<file path="config.mk">
export PLATFORM = sky130hd
export DESIGN_NAME = bidir_bus_ctrl
export DESIGN_NICKNAME = d
export VERILOG_FILES = /design/src/rtl/bidir_pkg.sv /design/src/rtl/bus_wait_cnt.sv /design/src/rtl/bidir_bus_ctrl.sv
export SDC_FILE = /design/constraint.sdc
export NUM_CORES = 1
export LEC_CHECK = 0
export ABC_AREA = 1
export CAP_MARGIN = 20
export CORE_MARGIN = 5
export CORE_UTILIZATION = 44
export CTS_BUF_LIST = sky130_fd_sc_hd__clkbuf_8
export CTS_CLUSTER_SIZE = 16
export DETAILED_ROUTE_END_ITERATION = 10
export MAX_ROUTING_LAYER = met4
export PLACE_DENSITY = 0.8
export SYNTH_ARGS = -nofsm -noshare
export SYNTH_HDL_FRONTEND = slang
export SYNTH_SLANG_ARGS = --single-unit
</file>
<file path="constraint.sdc">
create_clock -name clk -period 1.53 [get_ports clk]
set_input_delay 0.306 -clock clk [delete_from_list [all_inputs] [get_ports clk]]
set_output_delay 0.306 -clock clk [all_outputs]
set_load 0.005 [all_outputs]
</file>
<file path="src/rtl/bidir_pkg.sv">
// Shared constants and types for the bidirectional bus controller.
//   DATA_W  : bus and host data width
//   CNT_W   : width of the wait/turnaround counter
//   state_e : controller FSM states
package bidir_pkg;

  localparam int unsigned DATA_W = 8;
  localparam int unsigned CNT_W  = 4;

  typedef enum logic [1:0] {
    IDLE  = 2'd0,
    DRIVE = 2'd1,
    TURN  = 2'd2,
    WAIT  = 2'd3
  } state_e;

endpackage

</file>
<file path="src/rtl/bus_wait_cnt.sv">
// Down-counter used for both the write turnaround and the read wait.
//   clk, rst : clock, synchronous active-high reset
//   load     : load load_val (takes priority over dec)
//   load_val : value to load
//   dec      : decrement by one, saturating at zero
//   zero_c   : combinational flag, counter is zero
module bus_wait_cnt
  import bidir_pkg::*;
(
  input  logic             clk,
  input  logic             rst,
  input  logic             load,
  input  logic [CNT_W-1:0] load_val,
  input  logic             dec,
  output logic             zero_c
);

  logic [CNT_W-1:0] cnt_q;
  logic [CNT_W-1:0] cnt_d;

  // Next count: load wins, otherwise decrement without wrapping below zero.
  always_comb begin
    cnt_d = cnt_q;
    if (load) begin
      cnt_d = load_val;
    end else if (dec && (cnt_q != '0)) begin
      cnt_d = cnt_q - CNT_W'(1);
    end
  end

  always_ff @(posedge clk) begin
    if (rst) begin
      cnt_q <= '0;
    end else begin
      cnt_q <= cnt_d;
    end
  end

  assign zero_c = (cnt_q == '0);

endmodule

</file>
<file path="src/rtl/bidir_bus_ctrl.sv">
// Host-side controller for an 8-bit bidirectional bus buffer.
//   clk, rst           : clock, synchronous active-high reset
//   req, we, wdata     : host request, write/read select, write data
//   ready              : controller idle and able to accept a request
//   rdata, rvalid      : read data and its one-cycle completion pulse
//   bus_oe, bus_dout   : buffer enable and drive data
//   bus_din            : resolved bus value from the buffer
//   bus_strobe, bus_rnw: transaction strobe and read/not-write to the peer
module bidir_bus_ctrl
  import bidir_pkg::*;
#(
  parameter int unsigned TURN_CYCLES = 1,
  parameter int unsigned READ_WAIT   = 2
) (
  input  logic              clk,
  input  logic              rst,
  input  logic              req,
  input  logic              we,
  input  logic [DATA_W-1:0] wdata,
  output logic              ready,
  output logic [DATA_W-1:0] rdata,
  output logic              rvalid,
  output logic              bus_oe,
  output logic [DATA_W-1:0] bus_dout,
  input  logic [DATA_W-1:0] bus_din,
  output logic              bus_strobe,
  output logic              bus_rnw
);

  // Counter preload values: a counter at zero means "last cycle of the phase".
  localparam logic [CNT_W-1:0] TURN_LOAD = CNT_W'(TURN_CYCLES - 1);
  localparam logic [CNT_W-1:0] READ_LOAD = CNT_W'(READ_WAIT - 1);

  state_e            state_q, state_d;
  logic              ready_q, ready_d;
  logic [DATA_W-1:0] rdata_q, rdata_d;
  logic              rvalid_q, rvalid_d;
  logic              bus_oe_q, bus_oe_d;
  logic [DATA_W-1:0] bus_dout_q, bus_dout_d;
  logic              bus_strobe_q, bus_strobe_d;
  logic              bus_rnw_q, bus_rnw_d;

  logic              cnt_load;
  logic [CNT_W-1:0]  cnt_val;
  logic              cnt_dec;
  logic              cnt_zero_c;

  bus_wait_cnt u_wait_cnt (
    .clk     (clk),
    .rst     (rst),
    .load    (cnt_load),
    .load_val(cnt_val),
    .dec     (cnt_dec),
    .zero_c  (cnt_zero_c)
  );

  // Next state and next registered outputs; outputs follow the next state
  // so they are valid in the cycle the FSM enters that state.
  always_comb begin
    state_d      = state_q;
    rdata_d      = rdata_q;
    rvalid_d     = 1'b0;
    bus_dout_d   = bus_dout_q;
    bus_strobe_d = 1'b0;
    cnt_load     = 1'b0;
    cnt_val      = '0;
    cnt_dec      = 1'b0;

    case (state_q)
      IDLE: begin
        if (req) begin
          bus_strobe_d = 1'b1;
          if (we) begin
            state_d    = DRIVE;
            bus_dout_d = wdata;
          end else begin
            state_d  = WAIT;
            cnt_load = 1'b1;
            cnt_val  = READ_LOAD;
          end
        end
      end
      DRIVE: begin
        state_d  = TURN;
        cnt_load = 1'b1;
        cnt_val  = TURN_LOAD;
      end
      TURN: begin
        if (cnt_zero_c) begin
          state_d = IDLE;
        end else begin
          cnt_dec = 1'b1;
        end
      end
      WAIT: begin
        if (cnt_zero_c) begin
          state_d  = IDLE;
          rdata_d  = bus_din;
          rvalid_d = 1'b1;
        end else begin
          cnt_dec = 1'b1;
        end
      end
      default: state_d = IDLE;
    endcase

    ready_d   = (state_d == IDLE);
    bus_oe_d  = (state_d == DRIVE);
    bus_rnw_d = (state_d == WAIT);
  end

  always_ff @(posedge clk) begin
    if (rst) begin
      state_q      <= IDLE;
      ready_q      <= 1'b1;
      rdata_q      <= '0;
      rvalid_q     <= 1'b0;
      bus_oe_q     <= 1'b0;
      bus_dout_q   <= '0;
      bus_strobe_q <= 1'b0;
      bus_rnw_q    <= 1'b0;
    end else begin
      state_q      <= state_d;
      ready_q      <= ready_d;
      rdata_q      <= rdata_d;
      rvalid_q     <= rvalid_d;
      bus_oe_q     <= bus_oe_d;
      bus_dout_q   <= bus_dout_d;
      bus_strobe_q <= bus_strobe_d;
      bus_rnw_q    <= bus_rnw_d;
    end
  end

  assign ready      = ready_q;
  assign rdata      = rdata_q;
  assign rvalid     = rvalid_q;
  assign bus_oe     = bus_oe_q;
  assign bus_dout   = bus_dout_q;
  assign bus_strobe = bus_strobe_q;
  assign bus_rnw    = bus_rnw_q;

endmodule

</file>
Yosys cells after proc, flatten, opt, wreduce, memory -nomap -nowiden --
Index checks and enable logic that the tools add are counted.
Word-level totals: input bits 20, flip-flop bits (word level) 27, logic and storage cells 44
Operators by class: muxes and demuxes 16, reductions and logical operators 11, equality and inequality tests 5, add/subtract/negate cells 1, bitwise gates (word level) 2
Operators with widths (count):
- two-way mux 1 bit | 9
- two-way mux 4 bit | 2
- equality test 2 bit, second input constant | 3
- two-way mux 2 bit | 3
- one-hot mux 2 bit (3 select lines) | 1
- OR reduction 2 bit | 3
- equality test 2 x 1 -> 1 bit, second input constant | 2
- zero test 2 bit | 2
- zero test 4 bit | 1
- nonzero test 4 bit | 1
- subtractor 4 x 1 -> 4 bit, second input constant | 1
- AND reduction 3 bit | 1
- NOT 1 bit | 2
- one-hot mux 1 bit (2 select lines) | 1
- AND reduction 2 bit | 1
- nonzero test 2 bit | 1
- logical AND 1 bit | 1

Depth between registers and ports, before layout --
Gate-level depths: netlist of run 1.
word-level depth 6, depth in mapped cells 8

Cells and area by module --
A second synthesis of run 1 with hierarchy kept.
Unflattened totals: cells, all modules 150, area, all modules 1169.9 um^2
Modules (own cells, without submodules):
- bidir_bus_ctrl | area each 895.9 um^2, instances 1, seq. area each 460.4 um^2, cells each 109
- bus_wait_cnt | area each 274.0 um^2, instances 1, seq. area each 80.1 um^2, cells each 41

Worst setup path before layout of run 1 --
Ideal clock, no wire load.
kind register -> register, from reg u_wait_cnt.cnt_q[0], to reg u_wait_cnt.cnt_q[1], buffers on the path 0, stages on the path, launching flop included 7, setup slack 392 ps, arrival 1068 ps, path through dfxtp_1 > inv_1 > ha_1 > nand2_2 > nand2_2 > or2_1 > a21oi_1
On the way: cells in the longest elaborated chain, start to end 5, elaborated cells between the ends (all ways) 9
RTL lines:
- start, declared | line bus_wait_cnt.sv:18 | logic [CNT_W-1:0] cnt_q;
- start signal, assigned | line bus_wait_cnt.sv:35 | cnt_q <= cnt_d;
- parallel branches: the longest is 5 deep, another holds subtractor 4 x 1 -> 4 bit
Several ways; the timed one is not identified. The select of a mux whose other input is x is not followed. A chain may end at the register's enable or synchronous reset.

Worst setup path in the final report of run 1 --
from reg bus_dout_q[7], in the netlist bus_dout[7], to out bus_dout[7]
RTL lines:
- start, declared | line bidir_bus_ctrl.sv:39 | logic [DATA_W-1:0] bus_dout_q, bus_dout_d;
- start signal, assigned | line bidir_bus_ctrl.sv:128 | bus_dout_q <= bus_dout_d;
- end, declared | line bidir_bus_ctrl.sv:24 | output logic [DATA_W-1:0] bus_dout,
No word-level cell between the ends.

==> results by group, run 1 <==
Pwr
  – Power Density: 972 nW/µm²
  – Leak: 0.608 nW
  – Peak supply drop: 0.634 mV
  – Flop pwr share: 52.6%
  – Sw Pwr: 0.389 mW
  – Comb power frac: 20.9%
  – Total power: 1.49 mW
  – Pint: 1.10 mW
  – Clock power share: 26.4%
  – Sw Ratio: 26.2%

GRT
  – First-pass GRT wire length: 4000 µm
  – GRT Residual Overflow: 0
  – Largest net degree at the start of global routing: 18
  – Vias in the first global route: 974
  – Total GRT Usage: 15.2%
  – Initial antenna violation count: 0

Placed design
  – Placed wire-length estimate: 1930 µm
  – PortBufs: 40
  – GP Congestion: 0.859

Worst setup path
  – Crit path max-delay cell type: clkdlybuf4s50_1
  – Setup Crit Path Kind: reg -> out
  – Worst path top cell family by delay: buffers and inverters
  – Arrival time at the worst endpoint: 1.13 ns
  – RR Startpoint: u_wait_cnt.cnt_q[0]
  – CP peak stage delay: 0.51 ns
  – R2r setup slk: 0.23 ns
  – Startpoint Class: flop
  – RR Endpoint: u_wait_cnt.cnt_q[1]
  – CP Cell Sequence: clkdlybuf4s50_1
  – Crit. End Element: output port
  – Worst path buffer plus inverter count: 1
  – Max FO, Critical Path: 2
  – R2R depth: 6
  – Worst Path Required: 1.22 ns

STA
  – Setup violators final: 0
  – Final hold vios: 0
  – Fin crit share: 93.9%
  – Post-Route Skew: 0.00253 ns
  – Max Transition Viols Final: 0
  – Tmin final: 1.44 ns
  – Highest clock rate: 696 MHz
  – Final setup TNS: 0 ns
  – RSZ-0062 raised after global routing: false
  – Worst Max-Slew Pin Slew: 0.252 ns
  – Max_slew headroom: 83.2%

Synthesis
  – Ys flop type: dfxtp_1
  – Syn. warnings: 0
  – Post-synth top area cell: dfxtp_1
  – Most instantiated cells after synthesis: dfxtp_1, nor2_1, o21ai_0
  – Syn_nets: 151
  – Synth unique cells: 21
  – Count leader, synth: dfxtp_1
  – Post-synth top area share: 51.7%
  – EDFF count, synth: 0
  – Synth Instances: 129
  – Post-Synthesis Cell Area: 1050 µm²
  – Post-synthesis sequential area ratio: 51.7%
  – Avg Inst Size Synth: 8.11 µm²
  – Fraction of registers with async set/reset: 0%
  – Post-synthesis register bit count: 27
  – Synth top area cells: dfxtp_1, o21ai_0, nor2_1, a21oi_1, inv_1

Floorplanning
  – Die area: 3450 µm²
  – Core Region: 2230 µm²
  – Chip Height: 58.8 µm
  – Die width: 58.8 µm
  – Num rows: 17
  – Starting density of the core: 46.8%
  – Top-Level Pins: 41

Route
  – Final WL: 2440 µm
  – Vias/cell: 4.79
  – Via count: 958
  – Drt wl/cell: 12.2 µm
  – DR pass1 iterations: 4
  – DR iter-0 viols: 10
  – ANT nets after route: 0
  – DRC viols: 0

Cells and area
  – Fill count: 192
  – Ratio of cells with drive above 1 in the final layout: 12.2%
  – Inserted Diodes: 0
  – Area growth syn-to-layout: 46.2%
  – Number of nets in the layout: 195

Clocking
  – CTS sink cnt: 27
  – Total CTS buffers: 3
  – CTS HTree Levels: 1
  – CTS Buffer Depth: 2
  – Clock-pin slew on the worst setup and hold paths: 0.09 ns
  – Hold buffer count at cts: 0
  – Root buffer cell: clkbuf_8
  – CTS tree: done
  – Clock Latency Late Sink: 0.26 ns

Flow run
  – Maxcap violations: 0

Hold path
  – Hold WC Path Type: reg -> reg
  – HP Start: rdata[1]
  – Worst hold endpoint: rdata[1]
  – Hold depth: 2

Outcome
  – Outcome: finished clean
## metal layers
metal,GRT usage (%),vias up,share of wire [%]
met5,-,-,0
met4,6.15,0,0.49
met3,3.29,2,7.1
met2,27.0,26,50
met1,16.3,437,42
li1,-,493,-
## power by group through the flow
stage	combinational, mW	clock, mW	sequential, mW
final	0.311	0.393	0.782
after global routing	0.347	0.432	0.788
after CTS	0.310	0.399	0.782
after detailed placement	0.308	0	0.798
after global placement	0.297	0	0.795
after floorplan	0.156	0	0.797
## final cells by class
cell class | instances | area, µm² | area share, %
sequential | 27 | 541 | 35.4
tap | 28 | 35.0 | 2.29
clock inverter | 1 | 5.00 | 0.327
multi-input combinational | 79 | 415 | 27.2
timing repair buffer | 42 | 415 | 27.2
inverter | 20 | 76.3 | 4.99
clock buffer | 3 | 41.3 | 2.70
## timing repair
| item | 4_1_cts | 5_1_grt |
|---|---|---|
| endpoints found under the hold margin | 0 | 0 |
| setup buffers | 0 | 0 |
| gates resized for setup | 0 | 2 |
| endpoints found under the setup margin | 0 | 4 |
## state kept, by name, indices dropped and copies added, names as in the netlist
register	cells
bus_dout	8
rdata	8
u_wait_cnt.cnt_q	4
state_q	2
bus_oe	1
bus_rnw	1
bus_strobe	1
ready	1
rvalid	1
## logic make-up after synthesis
kind of cell / after synthesis / synth area share, %
buffers and inverters: 23 / 9.33
flip-flops: 27 / 51.7
AND/OR/NAND/NOR: 44 / 20.1
AO/OA/AOI/OAI: 33 / 16.5
adder cells (fa/ha/maj): 2 / 2.39
## worst max path at each step
| stage | to | cells past startpoint | slack (ns) | start |
|---|---|---|---|---|
| floorplan | u_wait_cnt.cnt_q[1] | 6 | 0.39 | u_wait_cnt.cnt_q[0] |
| global route | rdata[3] | 1 | 0.04 | rdata[3] |
| CTS | bus_dout[2] | 1 | 0.09 | bus_dout[2] |
| detailed placement | u_wait_cnt.cnt_q[0] | 8 | 0.07 | we |
| finish | bus_dout[7] | 1 | 0.09 | bus_dout[7] |
| global placement | u_wait_cnt.cnt_q[0] | 8 | 0.10 | we |
## placed cells by master, fill, tap and decap left out
cell type,Yosys,final
clkdlybuf4s50_1,0,40
dfxtp_1,27,27
nor2_1,22,22
o21ai_0,18,17
inv_1,16,16
a21oi_1,13,13
nand2_1,7,7
nand2_2,4,4
inv_2,3,3
nor3_1,3,3
clkbuf_8,0,3
clkinv_2,1,2
nor2_2,2,2
nand3_1,2,2
ha_1,2,2
buf_4,0,2
nor2_4,1,1
nand2_4,1,1
or2_1,1,1
nand3_4,0,1
o21ai_2,1,1
a21oi_2,1,1
o21ai_1,0,1
## metrics by stage
stage          instances  worst slack, ns  util (%)  hold slack, ns  area, µm²
4_1_cts              200           0.0883      68.1           0.449       1520
6_report             200           0.0930      68.5           0.449       1530
3_3_place_gp         196            0.102      66.1           0.431       1480
5_1_grt              200           0.0445      68.5           0.479       1530
2_1_floorplan        129            0.392         -           0.440       1050
3_5_place_dp         196           0.0707      66.1           0.441       1480
Note: power is estimated with default switching activity, not from simulation.
==> inputs of run 2 (changes only) <==
--- a/config.mk
+++ b/config.mk
@@ -7,7 +7,6 @@
 export LEC_CHECK = 0
 export ABC_AREA = 1
 export CAP_MARGIN = 20
-export CORE_MARGIN = 5
 export CORE_UTILIZATION = 44
 export CTS_BUF_LIST = sky130_fd_sc_hd__clkbuf_8
 export CTS_CLUSTER_SIZE = 16
==> results by group, run 2 (synthesized netlist as in run 1, its figures left out) <==
Cells and area
  – Footprint of the multi-input gates: 408 µm²
  – Most common cell after layout, fill and taps aside: clkdlybuf4s50_1
  – Most frequent cells in the layout: clkdlybuf4s50_1, dfxtp_1, nor2_1, o21ai_0, inv_1
  – Final instance area: 1520 µm²
  – Number of nets in the layout: 195
  – Fill count: 194
  – Area growth syn-to-layout: 45.3%
  – Inserted Diodes: 0
  – Ratio of cells with drive above 1 in the final layout: 11.6%
  – Register area: 541 µm²

Route
  – DR iter-0 viols: 11
  – Drt wl/cell: 11.2 µm
  – DR pass1 iterations: 4
  – Vias/cell: 4.80
  – DRC viols: 0
  – ANT nets after route: 0
  – Final WL: 2250 µm
  – Via count: 960

Worst setup path
  – Setup Crit Path Kind: reg -> out
  – Worst path buffer plus inverter count: 1
  – Worst Path Required: 1.22 ns
  – RR Startpoint: u_wait_cnt.cnt_q[0]
  – Max FO, Critical Path: 2
  – RR Endpoint: rdata[1]
  – R2r setup slk: 0.15 ns
  – CP peak stage delay: 0.50 ns
  – R2R depth: 5
  – CP Cell Sequence: clkdlybuf4s50_1
  – Arrival time at the worst endpoint: 1.12 ns
  – Crit path max-delay cell type: clkdlybuf4s50_1
  – Startpoint Class: flop
  – Crit. End Element: output port
  – Worst path top cell family by delay: buffers and inverters

Floorplanning
  – Die area: 2580 µm²
  – Chip Height: 50.8 µm
  – Die width: 50.8 µm
  – Core Region: 2230 µm²
  – Top-Level Pins: 41
  – Starting density of the core: 46.8%
  – Num rows: 17

STA
  – Max_slew headroom: 78.5%
  – Post-Route Skew: 0.00255 ns
  – Max Transition Viols Final: 0
  – Highest clock rate: 703 MHz
  – Fin crit share: 93.0%
  – Tmin final: 1.42 ns
  – RSZ-0062 raised after global routing: false
  – Final setup TNS: 0 ns
  – Worst Max-Slew Pin Slew: 0.322 ns
  – Setup violators final: 0
  – WHS: 0.451 ns
  – Final hold vios: 0

Clocking
  – Clock-pin slew on the worst setup and hold paths: 0.09 ns
  – Clock Latency Late Sink: 0.26 ns
  – Resized Gates After CTS: 0
  – Root buffer cell: clkbuf_8
  – CTS tree: done
  – Total CTS buffers: 3
  – CTS Buffer Depth: 2
  – CTS HTree Levels: 1
  – Hold buffer count at cts: 0
  – CTS sink cnt: 27
  – Postcts setup bufs: 0

Pwr
  – Power Density: 965 nW/µm²
  – Leak: 0.608 nW
  – Peak supply drop: 0.795 mV

Placed design
  – Placed cell area: 1480 µm²
  – PortBufs: 40
  – GP Congestion: 0.892
  – Placed wire-length estimate: 1640 µm

GRT
  – Total GRT Usage: 19.5%
  – Vias in the first global route: 884
  – Largest net degree at the start of global routing: 18
  – First-pass GRT wire length: 3700 µm
  – Initial antenna violation count: 0
  – GRT Residual Overflow: 0

Outcome
  – Outcome: finished clean

Hold path
  – Hold WC Path Type: reg -> reg
  – Hold depth: 2
  – Worst hold endpoint: rdata[0]
  – HP Start: rdata[0]

Flow run
  – Maxcap violations: 0
[run 2: metrics by stage]
step	util (%)	std cells	total power [mW]	setup slack, ns
6_report	68.1	200	1.47	0.107
5_1_grt	68.1	200	1.55	0.00316
4_1_cts	68.1	200	1.48	0.101
3_5_place_dp	66.1	196	1.10	0.0518
3_3_place_gp	66.1	196	1.09	0.101
2_1_floorplan	-	129	0.953	0.392
[run 2: area by class of cell]
cell class	count	area share, %
repair buffers	42	27.3
well taps	28	2.30
inverters	20	5.02
clock buffers	3	2.72
clock inverters	1	0.247
flip-flops and latches	27	35.6
multi-input cells	79	26.8
[run 2: where the power goes]
part | internal (mW) | switching (mW) | total (mW)
sequential | 0.753 | 0.0273 | 0.780
clock | 0.179 | 0.201 | 0.380
combinational | 0.161 | 0.147 | 0.308
[run 2: metal layers]
layer	up-vias	share of wire, %	GRT usage [%]
li1	493	-	-
met4	0	0.71	6.48
met5	-	0	-
met2	31	48	32.2
met1	434	45	23.6
met3	2	6.1	3.94
[run 2: worst max path at each step]
stage                        start                  end  slack [ns]  cells past startpoint
2_1_floorplan  u_wait_cnt.cnt_q[0]  u_wait_cnt.cnt_q[1]        0.39                      6
3_3_place_gp                    we  u_wait_cnt.cnt_q[0]        0.10                      8
3_5_place_dp                    we  u_wait_cnt.cnt_q[0]        0.05                      8
4_1_cts                   rdata[7]             rdata[7]        0.10                      1
5_1_grt        u_wait_cnt.cnt_q[0]             rdata[1]       0.003                      5
6_report               bus_dout[0]          bus_dout[0]        0.11                      1
==> inputs of run 3 (changes only) <==
--- a/config.mk
+++ b/config.mk
@@ -13,6 +13,7 @@
 export DETAILED_ROUTE_END_ITERATION = 10
 export MAX_ROUTING_LAYER = met4
 export PLACE_DENSITY = 0.8
+export SKIP_LAST_GASP = 1
 export SYNTH_ARGS = -nofsm -noshare
 export SYNTH_HDL_FRONTEND = slang
 export SYNTH_SLANG_ARGS = --single-unit
==> results of run 3 <==
No change in the layout: final DEF, timing and power equal those of run 2.
